===== config.mk =====
export PLATFORM = sky130hd
export DESIGN_NAME = alu_sequencer
export DESIGN_NICKNAME = d
export VERILOG_FILES = /design/src/rtl/alu_ctrl_pkg.sv /design/src/rtl/alu_sequencer.sv
export SDC_FILE = /design/constraint.sdc
export NUM_CORES = 1
export LEC_CHECK = 0
export BUFFER_PORTS_ARGS = -buffer_cell sky130_fd_sc_hd__buf_2
export CORE_MARGIN = 5
export CORE_UTILIZATION = 50
export DETAILED_ROUTE_END_ITERATION = 8
export GPL_TIMING_DRIVEN = 0
export HOLD_SLACK_MARGIN = 0.12
export PLACE_DENSITY = 0.82
export SLEW_MARGIN = 20
export SYNTH_ARGS = -nofsm -noshare
export SYNTH_HDL_FRONTEND = slang
export SYNTH_SLANG_ARGS = --single-unit

===== constraint.sdc =====
create_clock -name clk -period 4.6 [get_ports clk]
set_clock_uncertainty 0.15 [all_clocks]
set_input_delay 0.23 -clock clk [delete_from_list [all_inputs] [get_ports clk]]
set_output_delay 0.23 -clock clk [all_outputs]
set_load 0.05 [all_outputs]

===== src/rtl/alu_ctrl_pkg.sv =====
// rtl/alu_ctrl_pkg.sv - shared opcode/state types and control decode for the ALU sequencer
package alu_ctrl_pkg;

  typedef enum logic [1:0] {
    OP_LDSW = 2'b00,
    OP_MOV  = 2'b01,
    OP_MAC  = 2'b10,
    OP_HALT = 2'b11
  } op_t;

  typedef enum logic [2:0] {
    S_IDLE = 3'd0,
    S_LOAD = 3'd1,
    S_EXEC = 3'd2,
    S_WB   = 3'd3,
    S_HALT = 3'd4
  } state_t;

  localparam logic [4:0] REG_EN_ALL = 5'b11111;

  // Returns {f_add, f_load}; HALT leaves the ALU idle.
  function automatic logic [1:0] op_flags(input op_t op);
    logic [1:0] w_flags;
    w_flags = 2'b00;
    case (op)
      OP_LDSW: w_flags = 2'b00;
      OP_MOV:  w_flags = 2'b01;
      OP_MAC:  w_flags = 2'b11;
      default: w_flags = 2'b00;
    endcase
    return w_flags;
  endfunction

endpackage


===== src/rtl/alu_sequencer.sv =====
// rtl/alu_sequencer.sv - multi-cycle instruction sequencer driving the multiply-add ALU and register file
module alu_sequencer
  import alu_ctrl_pkg::*;
#(
  parameter int BUS_WIDTH   = 8,
  parameter int REG_ADDR_W  = 3,
  parameter int EXEC_CYCLES = 1
) (
  input  logic                  clk,
  input  logic                  rst,
  input  logic                  instr_valid,
  output logic                  instr_ready,
  input  logic [1:0]            instr_op,
  input  logic [REG_ADDR_W-1:0] instr_rd,
  input  logic [REG_ADDR_W-1:0] instr_ra,
  input  logic [REG_ADDR_W-1:0] instr_rb,
  input  logic [BUS_WIDTH-1:0]  instr_imm,
  output logic [REG_ADDR_W-1:0] rd_addr_a,
  output logic [REG_ADDR_W-1:0] rd_addr_b,
  output logic [BUS_WIDTH-1:0]  imm,
  output logic [4:0]            reg_en,
  output logic                  f_add,
  output logic                  f_load,
  input  logic [BUS_WIDTH-1:0]  alu_result,
  output logic                  wr_en,
  output logic [REG_ADDR_W-1:0] wr_addr,
  output logic [BUS_WIDTH-1:0]  result_q,
  output logic                  done,
  output logic                  halted
);

  localparam logic [3:0] CNT_INIT = 4'(EXEC_CYCLES - 1);

  state_t                r_state;
  op_t                   r_op;
  logic [REG_ADDR_W-1:0] r_rd;
  logic [REG_ADDR_W-1:0] r_ra;
  logic [REG_ADDR_W-1:0] r_rb;
  logic [BUS_WIDTH-1:0]  r_imm;
  logic [3:0]            r_cnt;
  logic [4:0]            r_reg_en;
  logic                  r_wr_en;
  logic                  r_done;
  logic                  r_halted;
  logic [BUS_WIDTH-1:0]  r_result;
  logic [1:0]            w_flags;

  // Ready must read low during reset even though the state register is still IDLE.
  assign instr_ready = (r_state == S_IDLE) && !rst;

  assign w_flags   = op_flags(r_op);
  assign f_add     = w_flags[1];
  assign f_load    = w_flags[0];
  assign rd_addr_a = r_ra;
  assign rd_addr_b = r_rb;
  assign imm       = r_imm;
  assign wr_addr   = r_rd;
  assign reg_en    = r_reg_en;
  assign wr_en     = r_wr_en;
  assign done      = r_done;
  assign halted    = r_halted;
  assign result_q  = r_result;

  always_ff @(posedge clk) begin
    if (rst) begin
      r_state  <= S_IDLE;
      r_op     <= OP_LDSW;
      r_rd     <= '0;
      r_ra     <= '0;
      r_rb     <= '0;
      r_imm    <= '0;
      r_cnt    <= '0;
      r_reg_en <= '0;
      r_wr_en  <= 1'b0;
      r_done   <= 1'b0;
      r_halted <= 1'b0;
      r_result <= '0;
    end else begin
      r_wr_en <= 1'b0;
      r_done  <= 1'b0;
      case (r_state)
        S_IDLE: begin
          if (instr_valid) begin
            r_op  <= op_t'(instr_op);
            r_rd  <= instr_rd;
            r_ra  <= instr_ra;
            r_rb  <= instr_rb;
            r_imm <= instr_imm;
            if (op_t'(instr_op) == OP_HALT) begin
              r_state  <= S_HALT;
              r_halted <= 1'b1;
            end else begin
              r_state  <= S_LOAD;
              r_reg_en <= REG_EN_ALL;
            end
          end
        end
        S_LOAD: begin
          r_reg_en <= '0;
          r_cnt    <= CNT_INIT;
          r_state  <= S_EXEC;
        end
        S_EXEC: begin
          if (r_cnt == 4'd0) begin
            r_state <= S_WB;
            r_wr_en <= 1'b1;
            r_done  <= 1'b1;
          end else begin
            r_cnt <= r_cnt - 4'd1;
          end
        end
        S_WB: begin
          r_result <= alu_result;
          r_state  <= S_IDLE;
        end
        S_HALT: begin
          r_halted <= 1'b1;
        end
        default: begin
          r_state <= S_IDLE;
        end
      endcase
    end
  end

endmodule


== Word level (Yosys, flattened, before mapping) ==
Index checks and enable logic that the tools add are counted.
W data, S select, Z words.
Word-level totals
  bits of input ports: 30
  register bits after elaboration: 41
  output and inout port bits: 36
Cells by class
  $add $sub $neg: 1
  muxes and demuxes: 14
  bitwise operators: 2
  eq/ne operators: 12
  reduce and logical (&&, ||, !) cells: 13
Operators with widths (number)
  $pmux W3 S4: 1
  $mux W5: 2
  $pmux W5 S2: 1
  $mux W3: 3
  $reduce_and A3 Y1: 3
  $ne A2 B2 Y1 const B: 4
  $pmux W4 S2: 1
  $eq A3 B2 Y1 const B: 2
  $reduce_bool A2 Y1: 3
  $eq A2 B2 Y1 const B: 2
  $logic_not A4 Y1: 1
  $mux W4: 1
  $pmux W2 S2: 1
  $reduce_and A2 Y1: 2
  $sub A4 B1 Y4 const B: 1
  $eq A3 B1 Y1 const B: 1
  $eq A3 B3 Y1 const B: 1
  $logic_not A3 Y1: 1
  $mux W1: 3
  $eq A2 B1 Y1 const B: 1
  $ne A2 B1 Y1 const B: 1
  $not A1 Y1: 2
  $pmux W1 S2: 1
  $reduce_or A2 Y1: 1
  other kinds (2): 2

== Depth between registers and ports, before layout ==
Gate-level depths: netlist of the first run.
  depth after elaboration: 4
  mapped depth: 6

== Worst setup path before layout of the first run ==
Ideal clock, no wire load.
  kind: register to output
  start: register r_state[1]
  end: output port instr_ready
  buffers on the path: 1
  slack: 2.236 ns
  stages on the path, launching flop included: 3
  data arrival time: 1.984 ns
  path through: dfxtp_1 > buf_4 > nor4_1
On the way
  longest elaborated chain between the ends: 2
RTL lines
  start, declared: line alu_sequencer.sv:34  | state_t r_state;
  start signal, assigned: line alu_sequencer.sv:66  | r_state <= S_IDLE;
  start signal, assigned: line alu_sequencer.sv:90  | r_state <= S_HALT;
  start signal, assigned: line alu_sequencer.sv:93  | r_state <= S_LOAD;
  $logic_not A3 Y1: line alu_sequencer.sv:49  | assign instr_ready = (r_state == S_IDLE) && !rst;
  $logic_and A1 B1 Y1: line alu_sequencer.sv:49
  end, declared: line alu_sequencer.sv:12  | output logic instr_ready,
No other way between the ends.

== Worst setup path in the final report of the first run ==
  start: register r_state[0]
  end: output port instr_ready
Same word-level chain as after synthesis.

==> impl_metrics.tcl, run 1 <==
set metrics [dict create \
    outcome "complete, no violations" \
    place.gp.congestion 0.696 \
    cp.arrival_ns 1.50 \
    routed_wirelength_um 3700 \
    drt-pass1-iter-count 6 \
    start_util_pct 51.2 \
    tritoncts "yes" \
    power_per_cell_area_mw_per_mm2 342 \
    finalCritPeriodShare_pct 40.9 \
    worst_setup_hold_path_clk_slew_ns 0.11 \
    synth.avg_cell_area_um2 8.74 \
    chipHeight_um 65.5 \
    rsz0062_at_grt "false" \
    setup.worst_path.end_class "output port" \
    grt_max_degree 12 \
    cpMaxStageDelayCell "dfxtp_1" \
    wire_length_of_the_first_global_routing_pass_um 6180 \
    synthTopCellsByArea "dfxtp_1 48%, nand2_1 9.8%, a21oi_1 7.5%" \
    synthesis.area_mm2 0.00154 \
    worst-slew-pin-transition_ns 0.412 \
    hold_path_class "input port to flip-flop" \
    ctsLongestPathBuffers 2 \
    fin_setup_tns_ns 0 \
    timing.critical_path.slowest_cell_delay_ns 0.34 \
    leakage_nw 1.11 \
    ys_seq_elements 37 \
    period_needed_ns 1.88 \
    timing.critical_path.fanout_max 10 \
    ctsHtreeMaxLevel 2 \
    clkLatencyLatePin_ns 0.34 \
    cell_type_contributing_the_most_total_cell_area_after_synthesis "dfxtp_1" \
    dp_hpwl_um 2380 \
    final_antenna_net_count 0 \
    max_freq_mhz 531 \
    grt-ovfl-total 0 \
    worst_hold_slack_ns 0.138 \
    vdd_ir_drop_max_v 0.000204 \
    drv.max_cap_violation_count 0 \
    post_synthesis_cell_count 176 \
    layout.nets 307 \
    cts_made_buffers 5 \
    port_buffers 64 \
    die_area_mm2 0.00428 \
    finalSetupViolCount 0 \
    yosys.area.top_type_share_pct 48.2 \
    critical_path.startpoint_type "flip-flop" \
    residual_drc 0 \
    first_iter_violations 68 \
    grt_pass1_vias 1418 \
    synth_seq_area_share_pct 48.2 \
    crit_path_cell_trace "buf_2 > nor4_1 > buf_2" \
    viasPerCell 4.86 \
    post-layout-total-power_mw 0.763 \
    worst-setup-path-type "flip-flop to output port" \
    die_width_um 65.5 \
    core_region_area_mm2 0.00300 \
    boundaryPins 66 \
    clock_tree.root_cell "clkbuf_4" \
    timing_max_transition_violations_final 0 \
    detailroute.via_count 1492 \
    antenna_diode_count 0 \
    drive_above_1_share_pct 32.1 \
    count_of_instances_resized_after_the_clock_tree_is_built 0 \
    worst_path_most_repeated_cell "buf_2" \
    core.rowCount 20 \
    area.growth.synth_to_final_pct 44.9 \
    report.final.hold_viol_count 0 \
    cp_data_required_time_ns 4.22 \
    wire_length_per_cell_after_detailed_routing_um 12.0 \
    grt_antenna_before_repair 0 \
    tritoncts_sink_count 37 \
    slew_headroom_pct 72.5 \
    netlist-cell-type-count 30 \
    ys_warn_count 0 \
    postSynthNetCount 209 \
    total_global_route_track_usage_pct 18.7 \
]
[final cells by class]
class	count	area [um2]
plain buffers	16	114
clock buffers	6	51.3
fillers	228	774
repair buffers	91	591
flip-flops and latches	37	741
clock inverters	1	7.51
inverters	6	22.5
multi-input cells	117	661
well taps	33	41.3
[cell usage in the layout (no fill, tap or decap), types with 2 or more instances in the layout]
cell	count
dfxtp_1	37
nand2b_1	3
nand2_1	40
buf_6	3
inv_1	6
buf_4	8
a21oi_1	23
nor2_1	15
mux2i_1	9
and2_1	2
dlygate4sd3_1	27
clkbuf_1	4
nor4_1	4
clkbuf_4	5
nor3_1	2
ha_1	3
o21ai_1	2
buf_2	65
[through the flow]
stage	cells	area [um2]	setup slack, ns	util (%)
6_report	307	2230	2.72	74.2
3_3_place_gp	273	1900	3.00	63.2
2_1_floorplan	176	1540	2.24	-
5_1_grt	307	2230	2.63	74.2
4_1_cts	307	2230	2.72	74.2
3_5_place_dp	273	1900	2.99	63.2
[final timing paths]
path,startpoint,end,slack (ns),cells past startpoint
setup / recovery,r_state[0],instr_ready,2.72,3
hold / removal,rst,done,0.14,2
setup reg to reg,r_cnt[0],r_cnt[1],2.99,6
hold reg to reg,imm[1],imm[1],0.31,2
[cells in the mapped netlist (all sizes together)]
master,instances
nor2b,1
nand2b,4
a31o,1
dfxtp,37
xnor2,1
nor4b,2
o21ai,2
a21o,1
and2,2
inv,6
buf,12
or3,1
mux2i,9
nand3b,2
a31oi,1
ha,3
a211oi,1
a21oi,23
nor4,4
clkbuf,4
nand2,40
nor3b,1
nor3,2
nor2,16
[routing by layer]
layer | part of all wire [%] | vias up | routed length [um] | global-route usage [%]
li1 | - | 769 | - | -
met4 | 1.2 | 0 | 46 | 5.44
met5 | 0 | - | 0 | 0
met3 | 8.0 | 6 | 296 | 6.84
met1 | 40 | 665 | 1470 | 20.3
met2 | 51 | 52 | 1880 | 33.9
[cells by family (layout without fill, tap and decap cells)]
group / count (synthesis) / after routing / synth area share (%)
AOI/OAI and AO/OA: 29 / 29 / 10.1
xor gates and xnor gates: 1 / 1 / 0.570
adders and majority gates: 3 / 3 / 2.44
buffers and inverters: 22 / 120 / 8.87
DFF: 37 / 37 / 48.2
muxes: 9 / 9 / 5.86
and+or+nand+nor: 75 / 75 / 24.0
[state kept, by name, indices dropped and copies added, names as in the netlist]
name	cells
done	1
halted	1
imm	8
r_cnt	4
r_op	2
r_state	3
rd_addr_a	3
rd_addr_b	3
reg_en	1
result_q	8
wr_addr	3
[critical path: cells and delay by family (launching register included)]
family / cells / cell delay, ns
flip-flops: 1 / 0.34
AND/OR/NAND/NOR: 1 / 0.31
buffers and inverters: 2 / 0.52
[what timing repair did]
item | CTS | global route
hold buffers | 27 | 0
hold endpoints to repair | 28 | 0
setup buffers | 0 | 0
[power by group]
part           total (mW)  switching [mW]  internal (mW)
logic               0.233           0.150         0.0821
registers           0.354          0.0124          0.342
clock network       0.176           0.104         0.0715
(Power assumes the default switching activity.)
==> inputs of run 2 (changes only) <==
Settings changed: ABC_AREA set to 1, CORE_UTILIZATION 50 to 42, PLACE_DENSITY 0.82 to 0.73.
Clock period 4.6 ns to 1.6 ns, I/O delays scaled along.
==> run 2 against run 1 <==
Against the previous run: worst setup slack got worse by 2.7 ns; combinational power increased to 4.8 times the previous value; sequential share of layout area decreased by 2.0 points; clock power increased to 3.5 times the previous value; first-iteration DRC count decreased by 8.8%; routed wire length increased by 6.1%; utilization decreased by 10 points; final area increased by 6.2%; die area increased by 21%; via count increased by 4.1%.
==> impl_metrics.tcl, run 2 <==
set metrics [dict create \
    post_synthesis_cell_count 189 \
    fin_setup_tns_ns 0 \
    chipHeight_um 71.9 \
    fin_ws_ns 0.0312 \
    post_synth_arst_share_pct 0 \
    place.gp.congestion 0.744 \
    synth.most_common_cell "dfxtp_1" \
    antenna_diode_count 0 \
    boundaryPins 66 \
    grt-ovfl-total 0 \
    clkLatencyLatePin_ns 0.28 \
    postSynthNetCount 222 \
    final_antenna_net_count 0 \
    dp_slack_ns 0.221 \
    worst_setup_hold_path_clk_slew_ns 0.07 \
    worst-setup-path-type "input port to output port" \
    core.rowCount 22 \
    worst-slew-pin-transition_ns 0.431 \
    synth_common_cells "37 x dfxtp_1, 31 x nand2_1, 25 x nor2_1" \
    critical_path.startpoint_type "input port" \
    netlist-cell-type-count 22 \
    max_freq_mhz 637 \
    drt-pass1-iter-count 4 \
    timing.critical_path.fanout_max 10 \
    ctsHtreeMaxLevel 2 \
    area.growth.synth_to_final_pct 47.0 \
    edff_count_synth 0 \
    synth.avg_cell_area_um2 8.52 \
    finalSetupViolCount 0 \
    r2r_cells 8 \
    die_width_um 71.9 \
    synthTopCellsByArea "dfxtp_1 46%, nand2_1 7.2%, nand3_2 6.2%" \
    die_area_mm2 0.00517 \
    mostFrequentLayoutCell "buf_2" \
    start_util_pct 43.7 \
    outcome "complete, no violations" \
    grt_antenna_before_repair 0 \
    synth_seq_area_share_pct 46.0 \
    layout.nets 322 \
    port_buffers 64 \
    viasPerCell 4.59 \
    report.final.hold_viol_count 0 \
    ys_warn_count 0 \
    power_per_cell_area_mw_per_mm2 1190 \
    post-route-util_pct 64.2 \
    slew_headroom_pct 71.3 \
    tritoncts_sink_count 37 \
    wire_length_of_the_first_global_routing_pass_um 6590 \
    cell_type_contributing_the_most_total_cell_area_after_synthesis "dfxtp_1" \
    timing_max_transition_violations_final 0 \
    cp_data_required_time_ns 1.37 \
    finalCritPeriodShare_pct 98.1 \
    total_global_route_track_usage_pct 15.9 \
    clock_tree.root_cell "clkbuf_8" \
    drive_above_1_share_pct 37.9 \
    leakage_nw 1.11 \
    routed_wirelength_um 3920 \
    ys_seq_elements 37 \
    first_iter_violations 62 \
    grt_max_degree 12 \
    residual_drc 0 \
    wire_length_per_cell_after_detailed_routing_um 11.6 \
    cts_made_buffers 5 \
    cp.arrival_ns 1.34 \
    drv.max_cap_violation_count 0 \
    ctsLongestPathBuffers 2 \
    synthesis.area_mm2 0.00161 \
    core_region_area_mm2 0.00369 \
    tritoncts "yes" \
    detailroute.via_count 1553 \
    setup.worst_path.end_class "output port" \
    yosys.area.top_type_share_pct 46.0 \
    main_flop_type_after_synthesis "dfxtp_1" \
    vdd_ir_drop_max_v 0.000646 \
    hold_path_class "input port to flip-flop" \
    mostFrequentLayoutCells "64 x buf_2, 37 x dfxtp_1, 31 x nand2_1" \
    whs_path_depth 5 \
    grt_pass1_vias 1544 \
    dp_hpwl_um 2600 \
    period_needed_ns 1.57 \
    rsz0062_at_grt "false" \
]
## run 2: final timing paths
path / from / slack [ns] / endpoint
worst max-delay path: rst / 0.03 / instr_ready
worst min register to register: rd_addr_b[2] / 0.31 / rd_addr_b[2]
worst max register to register: r_cnt[0] / 0.19 / r_cnt[2]
worst min-delay path: instr_valid / 0.13 / imm[2]
## run 2: cells by family (layout without fill, tap and decap cells)
family                   after synthesis  in the layout  synth area share, %
adder cells (fa/ha/maj)                3              3                 2.33
flip-flops                            37             37                 46.0
AO/OA/AOI/OAI                         39             39                 14.9
AND/OR/NAND/NOR                       83             83                 24.8
buffers and inverters                 27            128                 12.0
## run 2: worst max-delay path, cell delays in order
cell and delay [ns]:
dlygate4sd3_1 0.56, buf_4 0.17, buf_6 0.15, nor2_1 0.11, buf_2 0.27
## run 2: repair_timing
item | 4_1_cts | 5_1_grt
endpoints found under the setup margin | 0 | 2
resized for setup | 0 | 1
buffers inserted | 0 | 0
hold buffers | 30 | 0
endpoints found under the hold margin | 36 | 0
## run 2: report_power, final
part	internal, mW	switching [mW]	leakage [nW]
Sequential	1.03	0.0656	0.302
Clock	0.302	0.314	0.0450
Combinational	0.382	0.727	0.766
## run 2: final cells by class
type | count | area [um2]
buffer | 15 | 148
clock buffer | 6 | 72.6
clock inverter | 2 | 10.0
fill | 334 | 1320
inverter | 12 | 45.0
multi-input combinational | 125 | 681
sequential | 37 | 741
tap | 48 | 60.1
timing repair buffer | 93 | 611
## run 2: metrics by stage
stage / area, um2 / hold slack (ns) / cells / power (mW)
6_report: 2370 / 0.129 / 338 / 2.82
5_1_grt: 2370 / 0.144 / 338 / 2.98
4_1_cts: 2370 / 0.124 / 339 / 2.84
3_5_place_dp: 1990 / 0.167 / 301 / 2.17
3_3_place_gp: 1990 / 0.164 / 301 / 2.16
2_1_floorplan: 1610 / 0.0792 / 189 / 1.95
## run 2: per-layer routing
metal  wire length, um  GRT usage [%]  part of all wire [%]
met5                 0              0                     0
met4                79           5.43                   2.0
met3               328           5.12                   8.4
met2              1850           27.6                    47
met1              1670           18.4                    42
==> inputs of run 3 (changes only) <==
Settings changed: CORE_ASPECT_RATIO set to 1.25.
==> run 3 against run 2 <==
Against the previous run: global-route usage up 1.4 points; first-iteration DRC count down 23%; sequential power is essentially flat.
==> impl_metrics.tcl, run 3 (synthesis results as in run 2) <==
set metrics [dict create \
    outcome "complete, no violations" \
    finalSetupViolCount 0 \
    drive_above_1_share_pct 37.4 \
    vdd_ir_drop_max_v 0.000707 \
    residual_drc 0 \
    die_area_mm2 0.00518 \
    report.final.hold_viol_count 0 \
    post-route-cell-area_mm2 0.00235 \
    chipHeight_um 79.2 \
    total_global_route_track_usage_pct 17.3 \
    hold_path_class "input port to flip-flop" \
    worst-setup-path-type "input port to output port" \
    core.rowCount 25 \
    place.gp.congestion 0.802 \
    stdcell_count 329 \
    cp_data_required_time_ns 1.37 \
    worst_setup_hold_path_clk_slew_ns 0.07 \
    wire_length_of_the_first_global_routing_pass_um 6960 \
    worst_hold_slack_ns 0.128 \
    grt_max_degree 12 \
    final_antenna_net_count 0 \
    clock_tree.root_cell "clkbuf_8" \
    grt_pass1_vias 1626 \
    timing_max_transition_violations_final 0 \
    leakage_nw 1.11 \
    cts_made_buffers 5 \
    clkLatencyLatePin_ns 0.28 \
    setup.worst_path.end_class "output port" \
    fin_setup_tns_ns 0 \
    first_iter_violations 48 \
    start_util_pct 42.9 \
    drt-pass1-iter-count 4 \
    ctsHtreeMaxLevel 2 \
    place.detailed.instances 293 \
    dp_hpwl_um 2710 \
    timing.critical_path.fanout_max 10 \
    tritoncts_sink_count 37 \
    grt-ovfl-total 0 \
    rsz0062_at_grt "false" \
    core_region_area_mm2 0.00375 \
    wire_length_per_cell_after_detailed_routing_um 12.5 \
    period_needed_ns 1.51 \
    boundaryPins 66 \
    ctsLongestPathBuffers 2 \
    tritoncts "yes" \
    worst-slew-pin-transition_ns 0.429 \
    post-route-util_pct 62.7 \
    viasPerCell 4.83 \
    mostFrequentLayoutCell "buf_2" \
    detailroute.via_count 1588 \
    antenna_diode_count 0 \
    max_freq_mhz 661 \
    slew_headroom_pct 71.4 \
    die_width_um 65.4 \
    drv.max_cap_violation_count 0 \
    placed_cell_area_mm2 0.00198 \
    cp.arrival_ns 1.28 \
    port_buffers 64 \
    fill_cells 324 \
    mostFrequentLayoutCells "63 x buf_2, 37 x dfxtp_1, 31 x nand2_1" \
    grt_antenna_before_repair 0 \
    critical_path.startpoint_type "input port" \
    finalCritPeriodShare_pct 94.6 \
    routed_wirelength_um 4130 \
    area.growth.synth_to_final_pct 46.2 \
    layout.nets 322 \
    power_per_cell_area_mw_per_mm2 1200 \
]
run 3: area by class of cell:
cell class | count | area (um2) | area share [%]
Inverter | 12 | 45.0 | 1.91
Clock buffer | 6 | 72.6 | 3.08
Timing Repair Buffer | 93 | 613 | 26.0
Clock inverter | 1 | 8.76 | 0.372
Tap cell | 40 | 50.0 | 2.13
Buffer | 15 | 148 | 6.27
Sequential cell | 37 | 741 | 31.5
Multi-Input combinational cell | 125 | 677 | 28.7
run 3: worst paths after layout:
path | from | endpoint | slack [ns] | cells past startpoint
min | instr_valid | wr_addr[2] | 0.13 | 5
min reg2reg | halted | halted | 0.30 | 2
max reg2reg | r_cnt[0] | r_cnt[2] | 0.18 | 8
max | rst | instr_ready | 0.09 | 5
run 3: critical path, stage by stage:
cell	delay (ns)
dlygate4sd3_1	0.55
buf_4	0.17
buf_6	0.15
nor2_1	0.10
clkbuf_4	0.23
run 3: metal layers:
| layer | GRT usage [%] | share of wire (%) | vias to the layer above |
|---|---|---|---|
| li1 | - | - | 810 |
| met1 | 17.8 | 38 | 710 |
| met2 | 32.4 | 54 | 60 |
| met3 | 4.67 | 7.0 | 8 |
| met4 | 7.05 | 1.7 | 0 |
| met5 | 0 | 0 | - |
run 3: where the power goes:
part	switching, mW	total, mW	internal (mW)
clock	0.318	0.620	0.301
combinational	0.732	1.12	0.383
sequential	0.0677	1.09	1.03
run 3: metrics by stage:
stage | total power, mW | worst slack, ns
6_report | 2.83 | 0.0865
3_5_place_dp | 2.17 | 0.194
4_1_cts | 2.85 | 0.00386
2_1_floorplan | 1.95 | 0.193
5_1_grt | 3.00 | 0.0130
3_3_place_gp | 2.16 | 0.209
run 3: timing repair:
item	in CTS	in global routing
hold endpoints to repair	33	2
hold buffers	29	1
endpoints found under the setup margin	0	3
buffers inserted	0	0
gates resized for setup	0	2
